**config.mk**
```make
export PLATFORM = sky130hd
export DESIGN_NAME = ov7670_capture_qvga
export DESIGN_NICKNAME = d
export VERILOG_FILES = /design/src/rtl/cam_pkg.sv /design/src/rtl/ov7670_byte_pair.sv /design/src/rtl/ov7670_capture_qvga.sv
export SDC_FILE = /design/constraint.sdc
export NUM_CORES = 1
export LEC_CHECK = 0
export ABC_AREA = 0
export CAP_MARGIN = 20
export CORE_ASPECT_RATIO = 1.5
export CORE_MARGIN = 3
export CORE_UTILIZATION = 25
export CTS_BUF_LIST = sky130_fd_sc_hd__clkbuf_8
export CTS_CLUSTER_DIAMETER = 40
export DETAILED_ROUTE_END_ITERATION = 12
export RECOVER_POWER = 25
export SLEW_MARGIN = 5
export SYNTH_ARGS = -nofsm -noshare
export SYNTH_HDL_FRONTEND = slang
export SYNTH_SLANG_ARGS = --single-unit
```
**constraint.sdc**
```tcl
create_clock -name pclk -period 8.8 [get_ports pclk]
set_input_delay 1.76 -clock pclk [delete_from_list [all_inputs] [get_ports pclk]]
set_output_delay 1.76 -clock pclk [all_outputs]
set_load 0.01 [all_outputs]
```
**src/rtl/cam_pkg.sv**
```systemverilog
// Shared constants and types for the OV7670 capture path: QVGA geometry, frame buffer depth,
// RGB565 field positions and the capture state encoding.
package cam_pkg;

    localparam int unsigned QVGA_W   = 320;
    localparam int unsigned QVGA_H   = 240;
    localparam int unsigned FB_DEPTH = QVGA_W * QVGA_H;

    localparam int unsigned RGB_R_HI = 15;
    localparam int unsigned RGB_R_LO = 11;
    localparam int unsigned RGB_G_HI = 10;
    localparam int unsigned RGB_G_LO = 5;
    localparam int unsigned RGB_B_HI = 4;
    localparam int unsigned RGB_B_LO = 0;

    typedef enum logic [1:0] {
        WAIT_VS = 2'd0,
        ARMED   = 2'd1,
        ACTIVE  = 2'd2
    } cap_state_t;

    // Number of words one frame may occupy in the buffer; elaboration-time only.
    function automatic int unsigned fb_limit(input int unsigned w, input int unsigned h,
                                             input bit decim);
        return decim ? ((w * h) >> 2) : (w * h);
    endfunction

endpackage

```
**src/rtl/ov7670_byte_pair.sv**
```systemverilog
// Registers the raw camera bus, detects href falling edges and pairs bytes into RGB565 words.
// pixel_valid strobes in the cycle the second byte of a pair sits in the input register.
module ov7670_byte_pair (
    input  logic        pclk,
    input  logic        rst,
    input  logic        clr,
    input  logic        vsync,
    input  logic        href,
    input  logic [7:0]  d,
    output logic        vsync_s,
    output logic        href_fall,
    output logic        pixel_valid,
    output logic        phase,
    output logic [15:0] word
);

    logic       href_q;
    logic       href_prev_q;
    logic       vsync_q;
    logic       phase_q;
    logic [7:0] d_q;
    logic [7:0] hi_q;

    always_ff @(posedge pclk or posedge rst) begin
        if (rst) begin
            href_q      <= 1'b0;
            href_prev_q <= 1'b0;
            vsync_q     <= 1'b0;
            phase_q     <= 1'b0;
            d_q         <= 8'd0;
            hi_q        <= 8'd0;
        end else begin
            href_q      <= href;
            href_prev_q <= href_q;
            vsync_q     <= vsync;
            d_q         <= d;
            // Phase holds its last value through the href-fall cycle so the top can spot odd lines.
            if (clr || !href_q) begin
                phase_q <= 1'b0;
            end else begin
                phase_q <= ~phase_q;
            end
            if (href_q && !phase_q && !clr) begin
                hi_q <= d_q;
            end
        end
    end

    assign href_fall   = href_prev_q & ~href_q;
    assign pixel_valid = href_q & phase_q & ~clr;
    assign phase       = phase_q;
    assign word        = {hi_q, d_q};
    assign vsync_s     = vsync_q;

endmodule

```
**src/rtl/ov7670_capture_qvga.sv**
```systemverilog
// OV7670 capture stage: frame-synchronised RGB565 capture with optional 2:1 decimation, writing
// linearly into the frame buffer, with per-line geometry checking and a completed-frame counter.
module ov7670_capture_qvga
    import cam_pkg::*;
#(
    parameter int unsigned SRC_W  = 640,
    parameter int unsigned SRC_H  = 480,
    parameter int unsigned DECIM  = 1,
    parameter int unsigned ADDR_W = 17
) (
    input  logic              pclk,
    input  logic              rst,
    input  logic              vsync,
    input  logic              href,
    input  logic [7:0]        d,
    output logic [ADDR_W-1:0] addr,
    output logic [15:0]       dout,
    output logic              we,
    output logic              frame_done,
    output logic              line_err,
    output logic [7:0]        frame_cnt
);

    localparam int          CNT_W    = 16;
    localparam int unsigned LIMIT    = fb_limit(SRC_W, SRC_H, DECIM != 0);
    localparam logic [CNT_W-1:0] COL_FULL = CNT_W'(SRC_W);
    localparam logic [CNT_W-1:0] ROW_FULL = CNT_W'(SRC_H);

    cap_state_t state_q, state_d;

    logic [CNT_W-1:0]  col_q, col_d;
    logic [CNT_W-1:0]  row_q, row_d;
    logic [ADDR_W-1:0] wptr_q, wptr_d;
    logic [ADDR_W-1:0] addr_q, addr_d;
    logic [15:0]       dout_q, dout_d;
    logic              we_q, we_d;
    logic              frame_done_q, frame_done_d;
    logic              line_err_q, line_err_d;
    logic [7:0]        frame_cnt_q, frame_cnt_d;

    logic        clr;
    logic        vsync_s;
    logic        href_fall;
    logic        pixel_valid;
    logic        phase;
    logic [15:0] word;
    logic        keep;
    logic        in_range;

    // Byte phase is held cleared outside active capture and on the vsync that ends a frame,
    // so an abandoned line can never complete a pixel.
    assign clr = (state_q != ACTIVE) || vsync_s;

    ov7670_byte_pair u_pair (
        .pclk        (pclk),
        .rst         (rst),
        .clr         (clr),
        .vsync       (vsync),
        .href        (href),
        .d           (d),
        .vsync_s     (vsync_s),
        .href_fall   (href_fall),
        .pixel_valid (pixel_valid),
        .phase       (phase),
        .word        (word)
    );

    assign keep     = (DECIM == 0) || (!col_q[0] && !row_q[0]);
    assign in_range = 32'(wptr_q) < LIMIT;

    always_comb begin
        state_d      = state_q;
        col_d        = col_q;
        row_d        = row_q;
        wptr_d       = wptr_q;
        addr_d       = addr_q;
        dout_d       = dout_q;
        we_d         = 1'b0;
        frame_done_d = 1'b0;
        line_err_d   = line_err_q;
        frame_cnt_d  = frame_cnt_q;

        unique case (state_q)
            WAIT_VS: begin
                if (vsync_s) begin
                    state_d = ARMED;
                end
            end
            ARMED: begin
                col_d      = '0;
                row_d      = '0;
                wptr_d     = '0;
                line_err_d = 1'b0;
                if (!vsync_s) begin
                    state_d = ACTIVE;
                end
            end
            ACTIVE: begin
                if (vsync_s) begin
                    state_d = ARMED;
                    if (row_q == ROW_FULL && !line_err_q) begin
                        frame_done_d = 1'b1;
                        frame_cnt_d  = frame_cnt_q + 8'd1;
                    end
                end else if (pixel_valid) begin
                    col_d = col_q + CNT_W'(1);
                    if (keep && in_range) begin
                        we_d   = 1'b1;
                        addr_d = wptr_q;
                        dout_d = word;
                        wptr_d = wptr_q + ADDR_W'(1);
                    end
                end else if (href_fall) begin
                    col_d = '0;
                    row_d = row_q + CNT_W'(1);
                    if (phase || col_q != COL_FULL || row_q >= ROW_FULL) begin
                        line_err_d = 1'b1;
                    end
                end
            end
            default: begin
                state_d = WAIT_VS;
            end
        endcase
    end

    always_ff @(posedge pclk or posedge rst) begin
        if (rst) begin
            state_q      <= WAIT_VS;
            col_q        <= '0;
            row_q        <= '0;
            wptr_q       <= '0;
            addr_q       <= '0;
            dout_q       <= 16'd0;
            we_q         <= 1'b0;
            frame_done_q <= 1'b0;
            line_err_q   <= 1'b0;
            frame_cnt_q  <= 8'd0;
        end else begin
            state_q      <= state_d;
            col_q        <= col_d;
            row_q        <= row_d;
            wptr_q       <= wptr_d;
            addr_q       <= addr_d;
            dout_q       <= dout_d;
            we_q         <= we_d;
            frame_done_q <= frame_done_d;
            line_err_q   <= line_err_d;
            frame_cnt_q  <= frame_cnt_d;
        end
    end

    assign addr       = addr_q;
    assign dout       = dout_q;
    assign we         = we_q;
    assign frame_done = frame_done_q;
    assign line_err   = line_err_q;
    assign frame_cnt  = frame_cnt_q;

endmodule

```
==> results of run 1 <==
[through the flow]
stage	std cells	hold slack [ns]	utilization, %	worst slack [ns]	cell area [µm²]
detailed placement	762	0.480	29.5	5.24	6050
CTS	794	0.492	31.5	5.49	6460
floorplan	459	0.432	-	4.00	5260
global route	794	0.503	31.5	4.20	6450
global placement	762	0.471	29.5	5.32	6050
finish	794	0.483	31.5	4.67	6450
[final cells by class]
class	instances	area, µm²	area share (%)
inverter	14	53.8	0.834
multi-input combinational	310	2200	34.1
sequential	115	2880	44.6
tap	264	330	5.12
clock buffer	20	275	4.27
timing repair buffer	59	573	8.89
clock inverter	12	139	2.15
[per-layer routing]
| metal | vias up | wire [µm] | track usage [%] |
|---|---|---|---|
| met3 | 19 | 482 | 3.08 |
| met4 | 0 | 286 | 5.13 |
| met5 | - | 0 | 0 |
| met1 | 1900 | 4910 | 12.3 |
| li1 | 1801 | - | - |
| met2 | 88 | 6120 | 18.6 |
[cells in the mapped netlist, drive strengths merged (9+ instances only)]
| library cell | n | share of area, % |
|---|---|---|
| o31ai | 9 | 1.3 |
| nand3 | 26 | 2.5 |
| inv | 14 | 1.0 |
| or3 | 9 | 1.2 |
| ha | 9 | 2.1 |
| nor3 | 9 | 0.86 |
| nand4 | 14 | 2.0 |
| nand2 | 33 | 2.4 |
| mux2 | 41 | 8.8 |
| o21ai | 16 | 1.5 |
| dfrtp | 115 | 55 |
| nor4 | 9 | 1.1 |
| nor2 | 27 | 2.1 |
| a21oi | 20 | 1.9 |
| xor2 | 17 | 2.8 |
| buf | 12 | 1.9 |
[state kept, by name, indices dropped and copies added, names as in the netlist, 2 cells and up]
register,cells
addr,17
col_q,16
dout,16
frame_cnt,8
row_q,16
state_q,2
u_pair.d_q,8
u_pair.hi_q,8
wptr_q,17
[final timing paths]
kind | from | to | slack [ns] | cells after the start
max | rst | wptr_q[16]$_DFFE_PP0P_ | 4.67 | 3
min | frame_cnt[7]$_DFFE_PP0P_ | frame_cnt[7]$_DFFE_PP0P_ | 0.48 | 1
max reg2reg | state_q[0]$_DFFE_PP0P_ | dout[3]$_DFFE_PP0P_ | 5.52 | 6
min reg2reg | frame_cnt[7]$_DFFE_PP0P_ | frame_cnt[7]$_DFFE_PP0P_ | 0.48 | 1
max in group pclk | state_q[0]$_DFFE_PP0P_ | dout[3]$_DFFE_PP0P_ | 5.52 | 6
min in group asynchronous | rst | u_pair.d_q[3]$_DFF_PP0_ | 2.50 | 2
[cells by family (layout without fill, tap and decap cells)]
logic type | after synthesis | in the layout
multiplexers | 47 | 47
AO/OA/AOI/OAI | 67 | 67
XOR/XNOR | 22 | 22
buffers and inverters | 34 | 105
AND/OR/NAND/NOR | 165 | 165
adder cells (fa/ha/maj) | 9 | 9
flip-flops | 115 | 115
[where the power goes]
part           switching, mW  internal, mW  leakage, nW
clock                  0.210         0.298        0.214
combinational          0.137        0.0670        0.989
sequential            0.0216         0.560         1.57
total                  0.369         0.925         2.77
==> flow_summary.html, run 1 <==
<table>
<tr><th>Metric</th><th>Value</th></tr>
<tr><th colspan="2">Status</th></tr>
<tr><td>Result of the run</td><td>finished with violations</td></tr>
<tr><td>Violations in the final reports</td><td>max-capacitance violations, max-slew violations</td></tr>
<tr><th colspan="2">Die</th></tr>
<tr><td>Die Area</td><td>0.0228 mm²</td></tr>
<tr><td>Starting density of the core</td><td>25.6%</td></tr>
<tr><td>X dimension of the die</td><td>124 µm</td></tr>
<tr><td>Core Region</td><td>0.0205 mm²</td></tr>
<tr><td>Number of top-level pins</td><td>56</td></tr>
<tr><td>Row count</td><td>64</td></tr>
<tr><td>Die height</td><td>184 µm</td></tr>
<tr><th colspan="2">Route</th></tr>
<tr><td>Initial DRC count</td><td>126</td></tr>
<tr><td>DRC violations left</td><td>0</td></tr>
<tr><td>Via-to-Cell Ratio</td><td>4.80</td></tr>
<tr><td>Routed WL per cell</td><td>14.9 µm</td></tr>
<tr><td>Detailed Routing Iterations Pass 1</td><td>4</td></tr>
<tr><td>Detailed-route via count</td><td>3808</td></tr>
<tr><td>Number of antenna-violating nets in the routed design</td><td>0</td></tr>
<tr><td>Total length of routed wires</td><td>11800 µm</td></tr>
<tr><th colspan="2">Setup path</th></tr>
<tr><td>Category of the worst setup path capture point</td><td>asynchronous set/reset pin</td></tr>
<tr><td>Cell-by-cell listing of the critical path</td><td>dlygate4sd3_1 &gt; clkinvlp_2 &gt; buf_4</td></tr>
<tr><td>Peak fanout along the critical path</td><td>58</td></tr>
<tr><td>Worst path bufs/invs</td><td>3</td></tr>
<tr><td>Required time of the critical path</td><td>9.29 ns</td></tr>
<tr><td>Cell class contributing the biggest share of worst-path delay</td><td>buffers and inverters</td></tr>
<tr><td>Slowest cell on crit path</td><td>sky130_fd_sc_hd__clkinvlp_2</td></tr>
<tr><td>Worst Setup Path Type</td><td>in -&gt; async</td></tr>
<tr><td>WP data arrival</td><td>4.62 ns</td></tr>
<tr><td>Worst Setup Start Kind</td><td>input port</td></tr>
<tr><td>Biggest cell delay along the critical path</td><td>1.47 ns</td></tr>
<tr><th colspan="2">Logic synthesis</th></tr>
<tr><td>Part of the Yosys area used for sequential elements</td><td>54.7%</td></tr>
<tr><td>Adder-cell area share of the yosys netlist</td><td>2.14%</td></tr>
<tr><td>Number of register bits inferred by synthesis</td><td>115</td></tr>
<tr><td>Post-synthesis async set-or-reset flop share</td><td>100%</td></tr>
<tr><td>Post-Synthesis Mean Instance Area</td><td>11.5 µm²</td></tr>
<tr><td>Area fraction in and, or, nand and nor cells after synthesis</td><td>17.8%</td></tr>
<tr><td>Most used flip-flop cell after synthesis</td><td>sky130_fd_sc_hd__dfrtp_1</td></tr>
<tr><td>Complex-gate fraction of the synthesized area</td><td>8.28%</td></tr>
<tr><td>Cell area after technology mapping</td><td>0.00526 mm²</td></tr>
<tr><td>Multiplexer share of the synthesized area</td><td>9.93%</td></tr>
<tr><td>Warnings from Yosys</td><td>0</td></tr>
<tr><td>Number of flops mapped to enable cells by yosys</td><td>0</td></tr>
<tr><td>Net count after synthesis</td><td>480</td></tr>
<tr><td>Gate count after technology mapping</td><td>459</td></tr>
<tr><td>Post-synthesis share of cell area spent on xor and xnor gates</td><td>3.67%</td></tr>
<tr><td>Combinational family with the most area after synthesis</td><td>simple AND/OR/NAND/NOR gates</td></tr>
<tr><td>Library cells used by synthesis</td><td>54</td></tr>
<tr><th colspan="2">STA</th></tr>
<tr><td>Worst slew slack as a fraction of its limit</td><td>-73.7%</td></tr>
<tr><td>Setup tns final</td><td>0 ns</td></tr>
<tr><td>Finish-stage setup viols</td><td>0</td></tr>
<tr><td>Highest clock rate</td><td>0.242 GHz</td></tr>
<tr><td>Pins Over Slew Limit</td><td>59</td></tr>
<tr><td>Final worst path period share</td><td>47.0%</td></tr>
<tr><td>Maximum clock skew at final layout</td><td>0.0110 ns</td></tr>
<tr><td>Minimum clock period</td><td>4.13 ns</td></tr>
<tr><td>Transition time at the pin with the least slew margin</td><td>2.59 ns</td></tr>
<tr><td>Final Hold Vio Count</td><td>0</td></tr>
<tr><td>RSZ-0062 raised after global routing</td><td>false</td></tr>
<tr><th colspan="2">Final layout</th></tr>
<tr><td>Net count of the finished layout</td><td>538</td></tr>
<tr><td>Layout fillers</td><td>2109</td></tr>
<tr><td>Top library cells by usage in the layout, fill and taps aside</td><td>sky130_fd_sc_hd__dfrtp_1, sky130_fd_sc_hd__clkdlybuf4s50_1, sky130_fd_sc_hd__mux2_2</td></tr>
<tr><td>Share of layout cells above drive strength 1</td><td>15.5%</td></tr>
<tr><td>Area added between synthesis and finish</td><td>22.7%</td></tr>
<tr><td>Number of antenna cells inserted</td><td>0</td></tr>
<tr><td>Commonest non-fill, non-tap cell in the layout</td><td>sky130_fd_sc_hd__dfrtp_1</td></tr>
<tr><th colspan="2">Placed design</th></tr>
<tr><td>HPWL Detailed</td><td>8040 µm</td></tr>
<tr><td>I/O Buffers</td><td>55</td></tr>
<tr><td>Placer's final routability congestion estimate</td><td>0.799</td></tr>
<tr><th colspan="2">Clock network</th></tr>
<tr><td>Worst-Skew Late Latency</td><td>0.43 ns</td></tr>
<tr><td>Longest Clk Path Bufs</td><td>2</td></tr>
<tr><td>CTS tree</td><td>done</td></tr>
<tr><td>CTS Hold Buffers Added</td><td>0</td></tr>
<tr><td>Root Buffer</td><td>sky130_fd_sc_hd__clkbuf_8</td></tr>
<tr><td>Number of levels the H-tree was split into</td><td>4</td></tr>
<tr><td>Number of buffers created by CTS</td><td>17</td></tr>
<tr><td>Postcts setup bufs</td><td>0</td></tr>
<tr><td>CTS Sinks</td><td>115</td></tr>
<tr><td>Clock transition at the registers of the reported paths</td><td>0.07 ns</td></tr>
<tr><td>PostCTS Resize Cnt</td><td>0</td></tr>
<tr><th colspan="2">Pwr</th></tr>
<tr><td>Power per Cell Area</td><td>201 mW/mm²</td></tr>
<tr><td>Power consumption</td><td>1.29 mW</td></tr>
<tr><td>Leakage power summed over all cells</td><td>2.77 nW</td></tr>
<tr><td>Worst-case vdd ir drop</td><td>0.112 mV</td></tr>
<tr><th colspan="2">Global routing</th></tr>
<tr><td>Number of global-route vias before repair</td><td>3949</td></tr>
<tr><td>Overall Global Routing Usage</td><td>10.8%</td></tr>
<tr><td>Pin count of the biggest net entering global routing</td><td>59</td></tr>
<tr><td>First-pass GRT wire length</td><td>20000 µm</td></tr>
<tr><td>Antenna violations before repair</td><td>0</td></tr>
<tr><td>Total global routing overflow</td><td>0</td></tr>
<tr><th colspan="2">Min path</th></tr>
<tr><td>Worst hold path type</td><td>reg -&gt; reg</td></tr>
<tr><th colspan="2">Flow run</th></tr>
<tr><td>Max Cap Violations</td><td>1</td></tr>
</table>
(Power assumes the default switching activity.)
==> inputs of run 2 (changes only) <==
==> constraint.sdc (replaced) <==
create_clock -name pclk -period 4.3 [get_ports pclk]
set_input_delay 0.86 -clock pclk [delete_from_list [all_inputs] [get_ports pclk]]
set_output_delay 0.86 -clock pclk [all_outputs]
set_load 0.01 [all_outputs]
==> flow_summary.html, run 2 (synthesis gave the netlist of run 1 again) <==
<table>
<tr><th>Metric</th><th>Value</th></tr>
<tr><th colspan="2">Status</th></tr>
<tr><td>Result of the run</td><td>finished with violations</td></tr>
<tr><td>Violations in the final reports</td><td>max-capacitance violations, max-slew violations</td></tr>
<tr><th colspan="2">Setup path</th></tr>
<tr><td>Reg2reg start</td><td>state_q[0]$_DFFE_PP0P_</td></tr>
<tr><td>Required time of the critical path</td><td>4.62 ns</td></tr>
<tr><td>Worst Setup Path Type</td><td>reg -&gt; reg</td></tr>
<tr><td>Peak fanout along the critical path</td><td>33</td></tr>
<tr><td>Path depth of the worst reg2reg path</td><td>7</td></tr>
<tr><td>Worst Setup Start Kind</td><td>register</td></tr>
<tr><td>Worst reg2reg path endpoint</td><td>dout[8]$_DFFE_PP0P_</td></tr>
<tr><td>WP data arrival</td><td>3.39 ns</td></tr>
<tr><td>Slack of the worst reg-to-reg path</td><td>1.23 ns</td></tr>
<tr><td>Category of the worst setup path capture point</td><td>register</td></tr>
<tr><th colspan="2">Pwr</th></tr>
<tr><td>Worst-case vdd ir drop</td><td>0.225 mV</td></tr>
<tr><td>Power consumption</td><td>2.59 mW</td></tr>
<tr><td>Power per Cell Area</td><td>401 mW/mm²</td></tr>
<tr><td>Leakage power summed over all cells</td><td>2.77 nW</td></tr>
<tr><th colspan="2">Global routing</th></tr>
<tr><td>Overall Global Routing Usage</td><td>10.8%</td></tr>
<tr><td>Total global routing overflow</td><td>0</td></tr>
<tr><td>Number of global-route vias before repair</td><td>3989</td></tr>
<tr><td>First-pass GRT wire length</td><td>20200 µm</td></tr>
<tr><td>Antenna violations before repair</td><td>0</td></tr>
<tr><td>Pin count of the biggest net entering global routing</td><td>59</td></tr>
<tr><th colspan="2">STA</th></tr>
<tr><td>Finish-stage setup viols</td><td>0</td></tr>
<tr><td>Worst Hold Slack</td><td>0.480 ns</td></tr>
<tr><td>Pins Over Slew Limit</td><td>58</td></tr>
<tr><td>Worst setup slack after layout</td><td>1.23 ns</td></tr>
<tr><td>Final Hold Vio Count</td><td>0</td></tr>
<tr><td>Setup tns final</td><td>0 ns</td></tr>
<tr><td>RSZ-0062 raised after global routing</td><td>false</td></tr>
<tr><td>Highest clock rate</td><td>0.325 GHz</td></tr>
<tr><td>Final worst path period share</td><td>71.5%</td></tr>
<tr><td>Transition time at the pin with the least slew margin</td><td>2.49 ns</td></tr>
<tr><td>Worst slew slack as a fraction of its limit</td><td>-67.0%</td></tr>
<tr><td>Maximum clock skew at final layout</td><td>0.0127 ns</td></tr>
<tr><td>Minimum clock period</td><td>3.07 ns</td></tr>
<tr><th colspan="2">Min path</th></tr>
<tr><td>Startpoint of the worst hold path</td><td>frame_cnt[7]$_DFFE_PP0P_</td></tr>
<tr><td>Endpoint, Worst Hold</td><td>frame_cnt[7]$_DFFE_PP0P_</td></tr>
<tr><td>Cell depth of the worst min-delay path</td><td>1</td></tr>
<tr><td>Worst hold path type</td><td>reg -&gt; reg</td></tr>
<tr><th colspan="2">Die</th></tr>
<tr><td>Core Region</td><td>0.0205 mm²</td></tr>
<tr><td>X dimension of the die</td><td>124 µm</td></tr>
<tr><td>Die height</td><td>184 µm</td></tr>
<tr><td>Starting density of the core</td><td>25.6%</td></tr>
<tr><td>Row count</td><td>64</td></tr>
<tr><td>Number of top-level pins</td><td>56</td></tr>
<tr><td>Die Area</td><td>0.0228 mm²</td></tr>
<tr><th colspan="2">Final layout</th></tr>
<tr><td>Commonest non-fill, non-tap cell in the layout</td><td>sky130_fd_sc_hd__dfrtp_1</td></tr>
<tr><td>Share of layout cells above drive strength 1</td><td>16.8%</td></tr>
<tr><td>Finished Cell Area</td><td>0.00646 mm²</td></tr>
<tr><td>Area added between synthesis and finish</td><td>22.9%</td></tr>
<tr><td>Number of antenna cells inserted</td><td>0</td></tr>
<tr><td>Net count of the finished layout</td><td>539</td></tr>
<tr><td>Final Non-Filler Cells</td><td>795</td></tr>
<tr><td>Top library cells by usage in the layout, fill and taps aside</td><td>sky130_fd_sc_hd__dfrtp_1, sky130_fd_sc_hd__clkdlybuf4s50_1, sky130_fd_sc_hd__mux2_2</td></tr>
<tr><td>Fin util</td><td>31.5%</td></tr>
<tr><th colspan="2">Clock network</th></tr>
<tr><td>Root Buffer</td><td>sky130_fd_sc_hd__clkbuf_8</td></tr>
<tr><td>CTS Sinks</td><td>115</td></tr>
<tr><td>Postcts setup bufs</td><td>0</td></tr>
<tr><td>Number of levels the H-tree was split into</td><td>4</td></tr>
<tr><td>CTS Hold Buffers Added</td><td>0</td></tr>
<tr><td>Clock transition at the registers of the reported paths</td><td>0.07 ns</td></tr>
<tr><td>Longest Clk Path Bufs</td><td>2</td></tr>
<tr><td>Worst-Skew Late Latency</td><td>0.43 ns</td></tr>
<tr><td>PostCTS Resize Cnt</td><td>0</td></tr>
<tr><td>CTS tree</td><td>done</td></tr>
<tr><td>Number of buffers created by CTS</td><td>17</td></tr>
<tr><th colspan="2">Placed design</th></tr>
<tr><td>Placer's final routability congestion estimate</td><td>0.801</td></tr>
<tr><td>HPWL Detailed</td><td>7970 µm</td></tr>
<tr><td>Placed cells</td><td>763</td></tr>
<tr><td>I/O Buffers</td><td>55</td></tr>
<tr><td>Cell Area, Placed</td><td>0.00607 mm²</td></tr>
<tr><td>Dpl ws</td><td>1.25 ns</td></tr>
<tr><th colspan="2">Route</th></tr>
<tr><td>DRC violations left</td><td>0</td></tr>
<tr><td>Via-to-Cell Ratio</td><td>4.79</td></tr>
<tr><td>Detailed Routing Iterations Pass 1</td><td>5</td></tr>
<tr><td>Total length of routed wires</td><td>11700 µm</td></tr>
<tr><td>Initial DRC count</td><td>153</td></tr>
<tr><td>Number of antenna-violating nets in the routed design</td><td>0</td></tr>
<tr><td>Detailed-route via count</td><td>3811</td></tr>
<tr><td>Routed WL per cell</td><td>14.7 µm</td></tr>
<tr><th colspan="2">Flow run</th></tr>
<tr><td>Max Cap Violations</td><td>1</td></tr>
</table>
==> run 2: cell types whose count changed in the layout (fill, tap and decap cells not counted), sizes merged <==
cell | before | now
inv | 16 | 14
clkbuf | 22 | 19
bufinv | 3 | 2
buf | 2 | 5
clkinv | 3 | 7
==> run 2: cell type report <==
type                       count  area, µm²
clock buffer                  19        262
timing repair buffer          60        601
multi-input combinational    310       2200
inverter                      14       53.8
clock inverter                13        134
tap                          264        330
fill                        2148      14000
sequential                   115       2880
==> run 2: per-layer routing <==
metal / wire, µm / track usage, % / part of all wire (%)
met4: 183 / 4.52 / 1.6
met5: 0 / 0 / 0
met1: 4810 / 12.3 / 41
met2: 6230 / 19.2 / 53
met3: 460 / 3.11 / 3.9
==> run 2: power by group <==
part,internal (mW),switching [mW]
clock,0.542,0.446
sequential,1.15,0.0431
combinational,0.141,0.274
total,1.83,0.763
==> run 2: worst max-delay path by stage <==
stage | slack (ns) | end | cells after the start | startpoint
after floorplan | 0.40 | addr[0]$_DFFE_PP0P_ | 1 | rst
after global placement | 1.42 | dout[11]$_DFFE_PP0P_ | 7 | state_q[0]$_DFFE_PP0P_
after detailed placement | 1.25 | addr[6]$_DFFE_PP0P_ | 7 | state_q[0]$_DFFE_PP0P_
after CTS | 1.22 | addr[6]$_DFFE_PP0P_ | 7 | state_q[0]$_DFFE_PP0P_
after global routing | 0.96 | dout[9]$_DFFE_PP0P_ | 7 | state_q[0]$_DFFE_PP0P_
final | 1.23 | dout[8]$_DFFE_PP0P_ | 7 | state_q[0]$_DFFE_PP0P_
==> run 2: critical path: stages, from the launching register on <==
cell and delay (ns):
sky130_fd_sc_hd__dfrtp_1 0.42, sky130_fd_sc_hd__inv_1 0.10, sky130_fd_sc_hd__ha_1 0.36, sky130_fd_sc_hd__and4b_1 0.71, sky130_fd_sc_hd__nand2_1 0.32, sky130_fd_sc_hd__nor2_4 0.23, sky130_fd_sc_hd__buf_4 0.41, sky130_fd_sc_hd__mux2_2 0.39
==> inputs of run 3 (changes only) <==
==> constraint.sdc (replaced) <==
create_clock -name pclk -period 2.7 [get_ports pclk]
set_input_delay 0.54 -clock pclk [delete_from_list [all_inputs] [get_ports pclk]]
set_output_delay 0.54 -clock pclk [all_outputs]
set_load 0.01 [all_outputs]
==> flow_summary.html, run 3 (synthesis gave the netlist of run 1 again) <==
<table>
<tr><th>Metric</th><th>Value</th></tr>
<tr><th colspan="2">Clock network</th></tr>
<tr><td>PostCTS Resize Cnt</td><td>0</td></tr>
<tr><td>Postcts setup bufs</td><td>0</td></tr>
<tr><td>Number of buffers created by CTS</td><td>17</td></tr>
<tr><td>Worst-Skew Late Latency</td><td>0.43 ns</td></tr>
<tr><td>CTS tree</td><td>done</td></tr>
<tr><td>Number of levels the H-tree was split into</td><td>4</td></tr>
<tr><td>Longest Clk Path Bufs</td><td>2</td></tr>
<tr><td>Root Buffer</td><td>sky130_fd_sc_hd__clkbuf_8</td></tr>
<tr><td>CTS Hold Buffers Added</td><td>0</td></tr>
<tr><td>CTS Sinks</td><td>115</td></tr>
<tr><td>Clock transition at the registers of the reported paths</td><td>0.07 ns</td></tr>
<tr><th colspan="2">STA</th></tr>
<tr><td>Worst setup slack after layout</td><td>0.227 ns</td></tr>
<tr><td>RSZ-0062 raised after global routing</td><td>false</td></tr>
<tr><td>Finish-stage setup viols</td><td>0</td></tr>
<tr><td>Highest clock rate</td><td>0.404 GHz</td></tr>
<tr><td>Minimum clock period</td><td>2.47 ns</td></tr>
<tr><td>Worst slew slack as a fraction of its limit</td><td>-5.12%</td></tr>
<tr><td>Transition time at the pin with the least slew margin</td><td>1.58 ns</td></tr>
<tr><td>Maximum clock skew at final layout</td><td>0.00950 ns</td></tr>
<tr><td>Final Hold Vio Count</td><td>0</td></tr>
<tr><td>Pins Over Slew Limit</td><td>116</td></tr>
<tr><td>Final worst path period share</td><td>91.6%</td></tr>
<tr><td>Setup tns final</td><td>0 ns</td></tr>
<tr><td>Worst Hold Slack</td><td>0.477 ns</td></tr>
<tr><th colspan="2">Final layout</th></tr>
<tr><td>Area added between synthesis and finish</td><td>24.7%</td></tr>
<tr><td>Commonest non-fill, non-tap cell in the layout</td><td>sky130_fd_sc_hd__dfrtp_1</td></tr>
<tr><td>Number of antenna cells inserted</td><td>0</td></tr>
<tr><td>Share of layout cells above drive strength 1</td><td>17.2%</td></tr>
<tr><td>Top library cells by usage in the layout, fill and taps aside</td><td>sky130_fd_sc_hd__dfrtp_1, sky130_fd_sc_hd__clkdlybuf4s50_1, sky130_fd_sc_hd__mux2_2</td></tr>
<tr><td>Fin util</td><td>32.0%</td></tr>
<tr><td>Finished Cell Area</td><td>0.00655 mm²</td></tr>
<tr><td>Net count of the finished layout</td><td>543</td></tr>
<tr><th colspan="2">Route</th></tr>
<tr><td>Number of antenna-violating nets in the routed design</td><td>0</td></tr>
<tr><td>Detailed-route via count</td><td>3878</td></tr>
<tr><td>Detailed Routing Iterations Pass 1</td><td>4</td></tr>
<tr><td>Via-to-Cell Ratio</td><td>4.86</td></tr>
<tr><td>Total length of routed wires</td><td>11700 µm</td></tr>
<tr><td>DRC violations left</td><td>0</td></tr>
<tr><td>Initial DRC count</td><td>216</td></tr>
<tr><td>Routed WL per cell</td><td>14.7 µm</td></tr>
<tr><th colspan="2">Global routing</th></tr>
<tr><td>Antenna violations before repair</td><td>0</td></tr>
<tr><td>Total global routing overflow</td><td>0</td></tr>
<tr><td>First-pass GRT wire length</td><td>20100 µm</td></tr>
<tr><td>Number of global-route vias before repair</td><td>4033</td></tr>
<tr><td>Pin count of the biggest net entering global routing</td><td>116</td></tr>
<tr><td>Overall Global Routing Usage</td><td>10.8%</td></tr>
<tr><th colspan="2">Setup path</th></tr>
<tr><td>WP data arrival</td><td>2.82 ns</td></tr>
<tr><td>Cell-by-cell listing of the critical path</td><td>inv_1 &gt; ha_1 &gt; nand4bb_1 &gt; a2111o_1 &gt; or3_1 &gt; a21oi_1</td></tr>
<tr><td>Slowest cell on crit path</td><td>sky130_fd_sc_hd__a2111o_1</td></tr>
<tr><td>Cell class contributing the biggest share of worst-path delay</td><td>simple AND/OR/NAND/NOR gates</td></tr>
<tr><td>Worst Setup Start Kind</td><td>register</td></tr>
<tr><td>Worst path bufs/invs</td><td>1</td></tr>
<tr><td>Required time of the critical path</td><td>3.05 ns</td></tr>
<tr><td>Category of the worst setup path capture point</td><td>register</td></tr>
<tr><td>Biggest cell delay along the critical path</td><td>0.57 ns</td></tr>
<tr><td>Peak fanout along the critical path</td><td>11</td></tr>
<tr><td>Worst Setup Path Type</td><td>reg -&gt; reg</td></tr>
<tr><th colspan="2">Die</th></tr>
<tr><td>Core Region</td><td>0.0205 mm²</td></tr>
<tr><td>Row count</td><td>64</td></tr>
<tr><td>Die height</td><td>184 µm</td></tr>
<tr><td>X dimension of the die</td><td>124 µm</td></tr>
<tr><td>Starting density of the core</td><td>25.6%</td></tr>
<tr><td>Die Area</td><td>0.0228 mm²</td></tr>
<tr><td>Number of top-level pins</td><td>56</td></tr>
<tr><th colspan="2">Pwr</th></tr>
<tr><td>Switch share</td><td>27.3%</td></tr>
<tr><td>Clk network pwr share</td><td>41.2%</td></tr>
<tr><td>Power Internal</td><td>3.20 mW</td></tr>
<tr><td>Power share of the sequential group</td><td>43.2%</td></tr>
<tr><td>Part of the power in combinational logic</td><td>15.7%</td></tr>
<tr><td>Leakage power summed over all cells</td><td>2.82 nW</td></tr>
<tr><td>Switching power</td><td>1.20 mW</td></tr>
<tr><td>Power per Cell Area</td><td>670 mW/mm²</td></tr>
<tr><td>Worst-case vdd ir drop</td><td>0.398 mV</td></tr>
<tr><th colspan="2">Status</th></tr>
<tr><td>Violations in the final reports</td><td>max-capacitance violations, max-slew violations</td></tr>
<tr><td>Result of the run</td><td>finished with violations</td></tr>
<tr><th colspan="2">Placed design</th></tr>
<tr><td>I/O Buffers</td><td>55</td></tr>
<tr><td>Placer's final routability congestion estimate</td><td>0.823</td></tr>
<tr><td>Cell Area, Placed</td><td>0.00611 mm²</td></tr>
<tr><td>Dpl ws</td><td>0.262 ns</td></tr>
<tr><td>HPWL Detailed</td><td>7930 µm</td></tr>
<tr><th colspan="2">Min path</th></tr>
<tr><td>Worst hold path type</td><td>reg -&gt; reg</td></tr>
<tr><th colspan="2">Flow run</th></tr>
<tr><td>Max Cap Violations</td><td>1</td></tr>
</table>
==> run 3: changes by cell type in the layout (fill, tap and decap cells not counted), sizes merged <==
cell      before  now
clkinv         7    3
inv           14   13
clkbuf        19   23
buf            5    8
clkinvlp       4    3
bufinv         2    4
==> run 3: final cells by class <==
type,count,area [µm²]
Timing Repair Buffer,64,631
Sequential cell,115,2880
Tap cell,264,330
Multi-Input combinational cell,310,2200
Clock inverter,9,150
Inverter,14,56.3
Fill cell,2142,13900
Clock buffer,22,303
==> run 3: power by group through the flow <==
stage | clock network, mW | registers (mW) | logic [mW]
5_1_grt | 1.95 | 1.91 | 0.766
4_1_cts | 1.88 | 1.90 | 0.710
3_3_place_gp | 0 | 1.92 | 0.679
3_5_place_dp | 0 | 1.93 | 0.706
2_1_floorplan | 0 | 1.91 | 0.476
6_report | 1.81 | 1.90 | 0.689
==> run 3: routing by layer <==
metal	vias up	global-route usage, %	part of all wire, %
met1	1955	12.5	40
li1	1809	-	-
met3	19	3.40	5.1
met4	0	4.65	1.8
met2	95	18.3	53
met5	-	0	0
==> run 3: worst paths after layout <==
kind                                     startpoint                       end  slack [ns]  cells past startpoint
max                          state_q[0]$_DFFE_PP0P_     row_q[15]$_DFFE_PP0P_        0.23                      6
min reg2reg                frame_cnt[7]$_DFFE_PP0P_  frame_cnt[7]$_DFFE_PP0P_        0.48                      1
min                        frame_cnt[7]$_DFFE_PP0P_  frame_cnt[7]$_DFFE_PP0P_        0.48                      1
max reg2reg                  state_q[0]$_DFFE_PP0P_     row_q[15]$_DFFE_PP0P_        0.23                      6
max in group asynchronous                       rst   u_pair.href_q$_DFF_PP0_        0.54                      3
min in group asynchronous                       rst   u_pair.d_q[3]$_DFF_PP0_        1.15                      3
==> run 3: worst reg2reg max path: cells and delay by family, from the launching register on <==
kind | cells | cell delay, ns
buffers and inverters | 1 | 0.10
flip-flops | 1 | 0.41
adder cells (fa/ha/maj) | 1 | 0.37
AND/OR/NAND/NOR | 2 | 0.77
AO/OA/AOI/OAI | 2 | 0.74
==> run 3: per-stage QoR <==
step / instances / total power [mW]
3_3_place_gp: 767 / 2.60
6_report: 798 / 4.39
5_1_grt: 798 / 4.63
2_1_floorplan: 459 / 2.39
3_5_place_dp: 767 / 2.63
4_1_cts: 798 / 4.48
